--- src/rtl/dpa_pkg.sv ---
// dpa_pkg: shared widths, arbiter state encodings and memory write-enable polarity.
// Latency: n/a (types and constants only).
// Backpressure: n/a.
package dpa_pkg;

  localparam int IM_AW = 20;
  localparam int IM_DW = 24;

  // Arbiter FSM: nobody owns the port, or requester 0 / 1 owns it.
  typedef enum logic [1:0] {
    ST_IDLE = 2'd0,
    ST_OWN0 = 2'd1,
    ST_OWN1 = 2'd2
  } arb_state_t;

  // Image memory write enable is active low.
  localparam logic IM_WEN_WRITE = 1'b0;
  localparam logic IM_WEN_READ  = 1'b1;

  // One requester's transfer command as presented to the arbiter.
  typedef struct packed {
    logic             we;
    logic [IM_AW-1:0] addr;
    logic [IM_DW-1:0] wdata;
  } im_req_t;

endpackage

--- src/rtl/rr_pick2.sv ---
// rr_pick2: two-way round-robin pick with a burst cap on consecutive grants.
// Latency: grants are combinational from state, burst count and both requests.
// Backpressure: an ungranted requester simply waits; at most one grant per cycle.
// Ports: clk, reset (sync, active high); req0/req1 requests in; gnt0/gnt1 grants out.
module rr_pick2
  import dpa_pkg::*;
#(
  parameter int MAX_BURST = 16
) (
  input  logic clk,
  input  logic reset,
  input  logic req0,
  input  logic req1,
  output logic gnt0,
  output logic gnt1
);

  localparam int               CNT_W   = $clog2(MAX_BURST + 1);
  localparam logic [CNT_W-1:0] CNT_MAX = CNT_W'(MAX_BURST);
  localparam logic [CNT_W-1:0] CNT_ONE = CNT_W'(1);

  arb_state_t       state, state_nxt;
  logic [CNT_W-1:0] burst_cnt, cnt_nxt;
  logic [CNT_W-1:0] cnt_inc;
  // 1 when requester 1 was granted most recently; reset value makes r0 win the first tie.
  logic             last_gnt, last_nxt;

  // Saturating increment: an owner with no competitor keeps streaming at the cap.
  assign cnt_inc = (burst_cnt == CNT_MAX) ? CNT_MAX : burst_cnt + CNT_ONE;

  always_ff @(posedge clk) begin
    if (reset) begin
      state     <= ST_IDLE;
      burst_cnt <= '0;
      last_gnt  <= 1'b1;
    end else begin
      state     <= state_nxt;
      burst_cnt <= cnt_nxt;
      last_gnt  <= last_nxt;
    end
  end

  always_comb begin
    state_nxt = state;
    cnt_nxt   = burst_cnt;
    last_nxt  = last_gnt;
    gnt0      = 1'b0;
    gnt1      = 1'b0;

    case (state)
      ST_IDLE: begin
        if (req0 && (!req1 || last_gnt)) begin
          gnt0      = 1'b1;
          state_nxt = ST_OWN0;
          cnt_nxt   = CNT_ONE;
          last_nxt  = 1'b0;
        end else if (req1) begin
          gnt1      = 1'b1;
          state_nxt = ST_OWN1;
          cnt_nxt   = CNT_ONE;
          last_nxt  = 1'b1;
        end
      end

      ST_OWN0: begin
        if (req0 && (!req1 || burst_cnt < CNT_MAX)) begin
          gnt0     = 1'b1;
          cnt_nxt  = cnt_inc;
          last_nxt = 1'b0;
        end else if (req1) begin
          // Hand over in the same cycle so the memory port never idles.
          gnt1      = 1'b1;
          state_nxt = ST_OWN1;
          cnt_nxt   = CNT_ONE;
          last_nxt  = 1'b1;
        end else begin
          state_nxt = ST_IDLE;
          cnt_nxt   = '0;
        end
      end

      ST_OWN1: begin
        if (req1 && (!req0 || burst_cnt < CNT_MAX)) begin
          gnt1     = 1'b1;
          cnt_nxt  = cnt_inc;
          last_nxt = 1'b1;
        end else if (req0) begin
          gnt0      = 1'b1;
          state_nxt = ST_OWN0;
          cnt_nxt   = CNT_ONE;
          last_nxt  = 1'b0;
        end else begin
          state_nxt = ST_IDLE;
          cnt_nxt   = '0;
        end
      end

      default: begin
        state_nxt = ST_IDLE;
        cnt_nxt   = '0;
      end
    endcase

    // Grants must never escape while reset is held.
    if (reset) begin
      gnt0 = 1'b0;
      gnt1 = 1'b0;
    end
  end

endmodule

--- src/rtl/im_arbiter.sv ---
// im_arbiter: shares one single-port image memory between the copy engine (r0) and overlay writer (r1).
// Latency: grant combinational; IM_A/IM_D/IM_WEN one cycle after handshake; rN_rvalid two cycles after.
// Backpressure: an ungranted requester holds req/we/addr/wdata until rN_gnt; one transfer per cycle.
// Ports: clk, reset (sync, active high); per requester rN_req/rN_we/rN_addr/rN_wdata in,
//        rN_gnt/rN_rvalid out; rdata mirrors IM_Q; IM_A/IM_D/IM_WEN drive memory, IM_Q returns data.
module im_arbiter
  import dpa_pkg::*;
#(
  parameter int MAX_BURST = 16
) (
  input  logic             clk,
  input  logic             reset,
  input  logic             r0_req,
  input  logic             r0_we,
  input  logic [IM_AW-1:0] r0_addr,
  input  logic [IM_DW-1:0] r0_wdata,
  input  logic             r1_req,
  input  logic             r1_we,
  input  logic [IM_AW-1:0] r1_addr,
  input  logic [IM_DW-1:0] r1_wdata,
  output logic             r0_gnt,
  output logic             r1_gnt,
  output logic             r0_rvalid,
  output logic             r1_rvalid,
  output logic [IM_DW-1:0] rdata,
  output logic [IM_AW-1:0] IM_A,
  output logic [IM_DW-1:0] IM_D,
  output logic             IM_WEN,
  input  logic [IM_DW-1:0] IM_Q
);

  im_req_t    r0_cmd, r1_cmd, sel_cmd;
  logic       acc0, acc1;
  // Reads issued last cycle, bit N for requester N; memory answers one cycle later.
  logic [1:0] rd_pend;

  rr_pick2 #(
    .MAX_BURST (MAX_BURST)
  ) u_pick (
    .clk   (clk),
    .reset (reset),
    .req0  (r0_req),
    .req1  (r1_req),
    .gnt0  (r0_gnt),
    .gnt1  (r1_gnt)
  );

  assign r0_cmd  = '{we: r0_we, addr: r0_addr, wdata: r0_wdata};
  assign r1_cmd  = '{we: r1_we, addr: r1_addr, wdata: r1_wdata};
  assign acc0    = r0_req & r0_gnt;
  assign acc1    = r1_req & r1_gnt;
  assign sel_cmd = acc1 ? r1_cmd : r0_cmd;
  assign rdata   = IM_Q;

  always_ff @(posedge clk) begin
    if (reset) begin
      IM_A      <= '0;
      IM_D      <= '0;
      IM_WEN    <= IM_WEN_READ;
      rd_pend   <= 2'b00;
      r0_rvalid <= 1'b0;
      r1_rvalid <= 1'b0;
    end else begin
      rd_pend   <= {acc1 & ~r1_we, acc0 & ~r0_we};
      r0_rvalid <= rd_pend[0];
      r1_rvalid <= rd_pend[1];
      if (acc0 || acc1) begin
        IM_A   <= sel_cmd.addr;
        IM_D   <= sel_cmd.wdata;
        IM_WEN <= sel_cmd.we ? IM_WEN_WRITE : IM_WEN_READ;
      end else begin
        // Idle cycle: park in read so nothing is written; address and data hold.
        IM_WEN <= IM_WEN_READ;
      end
    end
  end

endmodule

--- config.mk ---
export PLATFORM = sky130hd
export DESIGN_NAME = im_arbiter
export DESIGN_NICKNAME = d
export VERILOG_FILES = /design/src/rtl/dpa_pkg.sv /design/src/rtl/rr_pick2.sv /design/src/rtl/im_arbiter.sv
export SDC_FILE = /design/constraint.sdc
export NUM_CORES = 1
export LEC_CHECK = 0
export CAP_MARGIN = 20
export CORE_ASPECT_RATIO = 2
export CORE_UTILIZATION = 38
export DETAILED_ROUTE_END_ITERATION = 12
export PLACE_DENSITY = 0.88
export SLEW_MARGIN = 10
export SYNTH_ARGS = -nofsm -noshare
export SYNTH_HDL_FRONTEND = slang
export SYNTH_HIERARCHICAL = 1
export SYNTH_SLANG_ARGS = --single-unit
--- constraint.sdc ---
create_clock -name clk -period 2.6 [get_ports clk]
set_input_delay 0.26 -clock clk [delete_from_list [all_inputs] [get_ports clk]]
set_output_delay 0.26 -clock clk [all_outputs]
set_load 0.02 [all_outputs]
== Yosys cells after proc, flatten, opt, wreduce, memory -nomap -nowiden ==
Index checks and enable logic that the tools add are counted.
Storage, ports and cells
  bits in latches: 0
  memories: 0
  register bits after elaboration: 57
  output and inout port bits: 73
  memory bits (writable): 0
  memory bits (read-only): 0
  word-level logic and storage cells: 74
Operators by class
  eq/ne operators: 7
  muxes and demuxes: 35
  divide/modulo/power cells: 0
  shift operators: 0
  add/subtract/negate cells: 1
  multipliers: 0
  order comparisons: 1
  reductions and logical operators: 14
  bitwise operators: 7
Operators by type and width (number)
  45-bit two-way mux: 1
  5-bit two-way mux: 5
  1-bit two-way mux: 19
  5-bit one-hot mux with 3 select lines: 1
  2-bit two-way mux: 5
  1-bit one-hot mux with 3 select lines: 3
  3-bit by 2-bit inequality test with 1-bit output (second input constant): 2
  2-bit one-hot mux with 3 select lines: 1
  5-bit by 1-bit adder with 5-bit output (second input constant): 1
  5-bit == test (second input constant): 1
  5-bit < comparator (second input constant): 1
  1-bit AND: 4
  1-bit logical OR: 4
  2-bit inequality test (second input constant): 2
  1-bit logical AND: 3
  1-bit NOT: 3
  3-bit AND reduction: 1
  3-bit nonzero test: 1
  2-bit by 1-bit == test with 1-bit output (second input constant): 1
  2-bit == test (second input constant): 1
  1-bit logical NOT: 2
  2-bit logical NOT: 1
  2-bit AND reduction: 1
  2-bit OR reduction: 1

== Logic depth before layout (Yosys ltp) ==
  depth after elaboration: 10
  mapped depth: 11
  gate-level depth less buffers: 8

== Modules after synthesis ==
The synthesis kept the hierarchy.
By module, submodules not included
  im_arbiter: times used 1, area each 2373.5 µm², cells each 284
  rr_pick2: times used 1, area each 769.5 µm², cells each 93

== Worst setup path after synthesis ==
OpenSTA, ideal clock, no wires.
  path kind: flip-flop to flip-flop
  start point: reg u_pick.state[0]
  end point: reg IM_A[0]
  arrival: 2.190 ns
  slack: 0.321 ns
  data required time: 2.511 ns
  period minus slack after synthesis: 2.279 ns
  stages on the path, launching flop included: 11
  cells stage by stage: dfxtp_1 -> ha_1 -> nor2_1 -> o31a_1 -> nand2_1 -> a21oi_1 -> and2_1 -> buf_4 -> buf_2 -> nand2_1 -> a311oi_2
On the way
  word-level cells in the longest chain between the ends: 5
  elaborated cells on any way between the ends: 11
Ends and longest elaborated chain
  start: declaration: RTL line rr_pick2.sv:22  | arb_state_t state, state_nxt;
  start signal: assignment: RTL line rr_pick2.sv:37  | state <= state_nxt;
  2-bit == test, or another cell as far along: RTL line rr_pick2.sv:50  | case (state)
  1-bit one-hot mux with 3 select lines *: RTL line rr_pick2.sv:50
  1-bit two-way mux *: RTL line rr_pick2.sv:105  | if (reset) begin
  named net r1_gnt: RTL line im_arbiter.sv:22  | output logic r1_gnt,
  1-bit AND *: RTL line im_arbiter.sv:51  | assign acc1 = r1_req & r1_gnt;
  45-bit two-way mux / 1-bit logical OR (equally long branches): RTL line im_arbiter.sv:52, im_arbiter.sv:67
  end signal: assignment: RTL line im_arbiter.sv:68  | IM_A <= sel_cmd.addr;
  end: declaration: RTL line im_arbiter.sv:26  | output logic [IM_AW-1:0] IM_A,
The timed path passes the listed nets; every way through them passes the cells marked *.
A chain may end at the register's enable or synchronous reset.

== Worst setup path after layout ==
  start point: reg u_pick.state[0]
  end point: out r0_gnt
On the way
  word-level cells in the longest chain between the ends: 3
  elaborated cells on any way between the ends: 5
Ends and longest elaborated chain
  2-bit == test, or another cell as far along: RTL line rr_pick2.sv:50
  1-bit one-hot mux with 3 select lines *: RTL line rr_pick2.sv:50
  1-bit two-way mux *: RTL line rr_pick2.sv:105
  end: declaration: RTL line im_arbiter.sv:21  | output logic r0_gnt,
Every way passes the cells marked *; elsewhere a longest branch is shown, timed or not.

==> reports/metrics.yaml <==
status:
  status: "completed"
critical_path:
  worst_setup_path_end_kind: "output pin"
  rr_endpoint: "IM_D[6]"
  crit_type: "reg2out"
  critPathBufInv: 1
  reg2reg_depth: 9
  start_kind: "flip-flop"
  worstPathArrival_ns: 2.04
  cp.required_ns: 2.34
  cp_max_fo: 5
  reg2reg_slack_ns: 0.30
  path_delay_family: "compound AO/OA/AOI/OAI gates"
  cpPeakStageDelay_ns: 0.38
  crit_chain: "ha_1, nor2_1, o31a_1, nand2_1, a31oi_1, dlygate4sd2_1"
  r2r-start: "u_pick/state[0]"
  worst_path_max_delay_cell: "dlygate4sd2_1"
layout:
  area_growth_pct: 49.9
  final.fill_count: 704
  layout-drive-gt1-share: 0.122
  nNetsFinal: 611
  postLayoutCellArea_mm2: 0.00471
  diodes: 0
cts:
  hold_buffers: 0
  cts_resized: 3
  numCtsBuffers: 9
  htreeDepth: 3
  tritoncts: "yes"
  cts-root-buf: "clkbuf_16"
  clk_path_buf_depth: 2
  clkLatencyLatePin_ns: 0.32
  cts.sink_count: 57
  clk_pin_slew_ns: 0.05
  postCtsSetupRepairBufs: 0
routing:
  ant_nets: 0
  via_per_inst: 5.28
  wl_per_cell_um: 15.8
  routed_wl_mm: 9.29
  drt_iter0_markers: 182
  vias: 3100
  drc: 0
  drtPass1Iterations: 4
hold_path:
  hp-start: "reset"
  min_path_type: "in2reg"
  holdPathEnd: "u_pick/state[1]"
  hold_path_depth: 4
sta:
  rsz0062_at_grt: "no"
  worst_pin_slew_ns: 0.757
  fmax_mhz: 435
  hold_viol: 0
  slew_headroom: 0.495
  finalSetupTns_ns: 0
  finalSetupViolations: 0
  min_period_over_period: 0.885
  clock_skew_ns: 0.00358
  fin_crit_ns: 2.30
  timing.hold.ws_ns: 0.318
  slew_viol_final: 0
  worst_slack_ns: 0.299
global_routing:
  grtUsageMet1: 0.235
  grt_pass1_wl_mm: 14.2
  grt_use_met2: 0.378
  antenna_found_initial: 0
  grt_max_degree: 59
  use_met3: 0.0451
  grt_usage: 0.219
  gr-max-usage-layer: "met2"
  grt.overflow.total: 0
  grt_pass1_vias: 2988
place:
  place_congestion: 0.918
  port_buffers: 142
  dp.final_hpwl_mm: 6.68
  placed_cell_area_mm2: 0.00442
  dp_slack_ns: 0.244
floorplanning:
  ioPinCount: 191
  dieHeight_um: 131
  dieArea_mm2: 0.00866
  die_w_um: 66.3
  num_rows: 46
  core-area_mm2: 0.00794
  initial_core_util: 0.396
logic_synthesis:
  yosysWarnings: 6
  yosysUniqueCellTypes: 45
  syn_avg_cell_area_um2: 8.34
  synth_nets: 501
  synth_area_leaders: "dfxtp_1, nand2_1, a311oi_2"
  seq_area_frac_synth: 0.363
  syn_area_mm2: 0.00314
  synth.largest_area_cell: "dfxtp_1"
  synth_seq_cells: 57
  synth_top_cell_area_share: 0.363
  synthCells: 377
run:
  cap_violations: 0
power_and_ir_drop:
  power_density_mw_per_mm2: 667
  ir_worst_vdd_uv: 389
  power_leakage_nw: 1.74
  power.total_w: 0.00315
-- cell families (layout without fill, tap and decap cells) --
family / Yosys count / after routing / synth area share
fa+ha+maj: 6 / 6 / 0.0239
compound gates: 73 / 73 / 0.236
simple gates: 174 / 174 / 0.230
mux: 4 / 4 / 0.0127
buf+inv: 63 / 177 / 0.134
flops: 57 / 57 / 0.363
-- metal layers --
metal | share of wire | routed length, µm
met5 | 0 | 0
met4 | 0.046 | 425
met3 | 0.056 | 523
met2 | 0.52 | 4810
met1 | 0.38 | 3540
-- power breakdown --
part	internal (W)	switching (W)
registers	0.000983	0.0000600
logic	0.000500	0.000513
clock network	0.000710	0.000379
-- cells in the final DEF, fill, tap and decap left out, types with 5 or more instances in the layout --
cell             synthesis  layout
clkbuf_16                0       9
buf_4                   28       8
a311oi_1                24      24
nand2_1                 99      99
dfxtp_1                 57      57
nor2_1                  51      51
a21oi_1                  7       6
inv_1                    9       9
clkdlybuf4s50_1          0     139
ha_1                     6       5
a311oi_2                20      20
-- worst reg2reg max path, delay by kind of cell, from the launching register on --
kind	cells	cell delay, ns
buf+inv	1	0.26
flops	1	0.33
compound gates	4	0.99
simple gates	3	0.34
fa+ha+maj	1	0.29
-- cell usage after synthesis --
library cell and number:
nand3_1 4, nand2_1 99, nor2_1 51, a21oi_2 1, and2_1 2, buf_4 28, a221o_1 3, mux2i_1 4
and2_2 1, o31a_1 1, nand4bb_1 1, a41oi_1 1, nor3_1 4, a211oi_1 1, and2_4 2, a32oi_1 1
a21o_1 1, buf_6 6, dfxtp_1 57, nor2b_1 2, a21o_2 2, a21boi_0 1, a2111o_1 1, nand2b_1 1
nand4_1 1, nand2b_2 1, nand2_2 1, or4_1 1, o21ai_0 2, inv_1 9, clkbuf_4 1, ha_1 6
a31oi_1 4, a2111oi_4 1, buf_2 8, a311oi_1 24, clkbuf_1 6, a22o_1 1, a32o_1 1, a311oi_2 20
buf_1 3, a21oi_1 7, clkbuf_8 2, nand4b_1 1, nand3b_1 2
-- final cells by class --
type                            count  area, µm²  area share
Clock inverter                      3       15.0     0.00319
Timing Repair Buffer              153       1540       0.326
Clock buffer                       12        267      0.0566
Multi-Input combinational cell    257       1600       0.339
Sequential cell                    57       1140       0.242
Inverter                            9       33.8     0.00717
Tap cell                           96        120      0.0255
-- per-stage QoR --
step                cells  utilization
finish                587        0.593
global route          587        0.593
CTS                   587        0.593
detailed placement    572        0.557
global placement      572        0.557
floorplan             377            -
-- how the worst max path moves through the flow --
stage | endpoint | from | slack (ns) | depth (start not counted)
finish | r0_gnt | u_pick/state[0] | 0.30 | 6
global route | IM_D[6] | u_pick/state[1] | 0.06 | 9
CTS | r1_gnt | u_pick/state[0] | 0.1 | 6
detailed placement | IM_D[6] | u_pick/state[1] | 0.24 | 9
global placement | r1_gnt | r1_req | 0.33 | 4
floorplan | IM_A[0] | u_pick/state[0] | 0.32 | 10
-- sequential cells by signal, indices dropped and copies added (netlist names), 2 cells and up --
name and count:
IM_A 20, u_pick/burst_cnt 5, IM_D 24, rd_pend 2
u_pick/state 2
(Power assumes the default switching activity.)
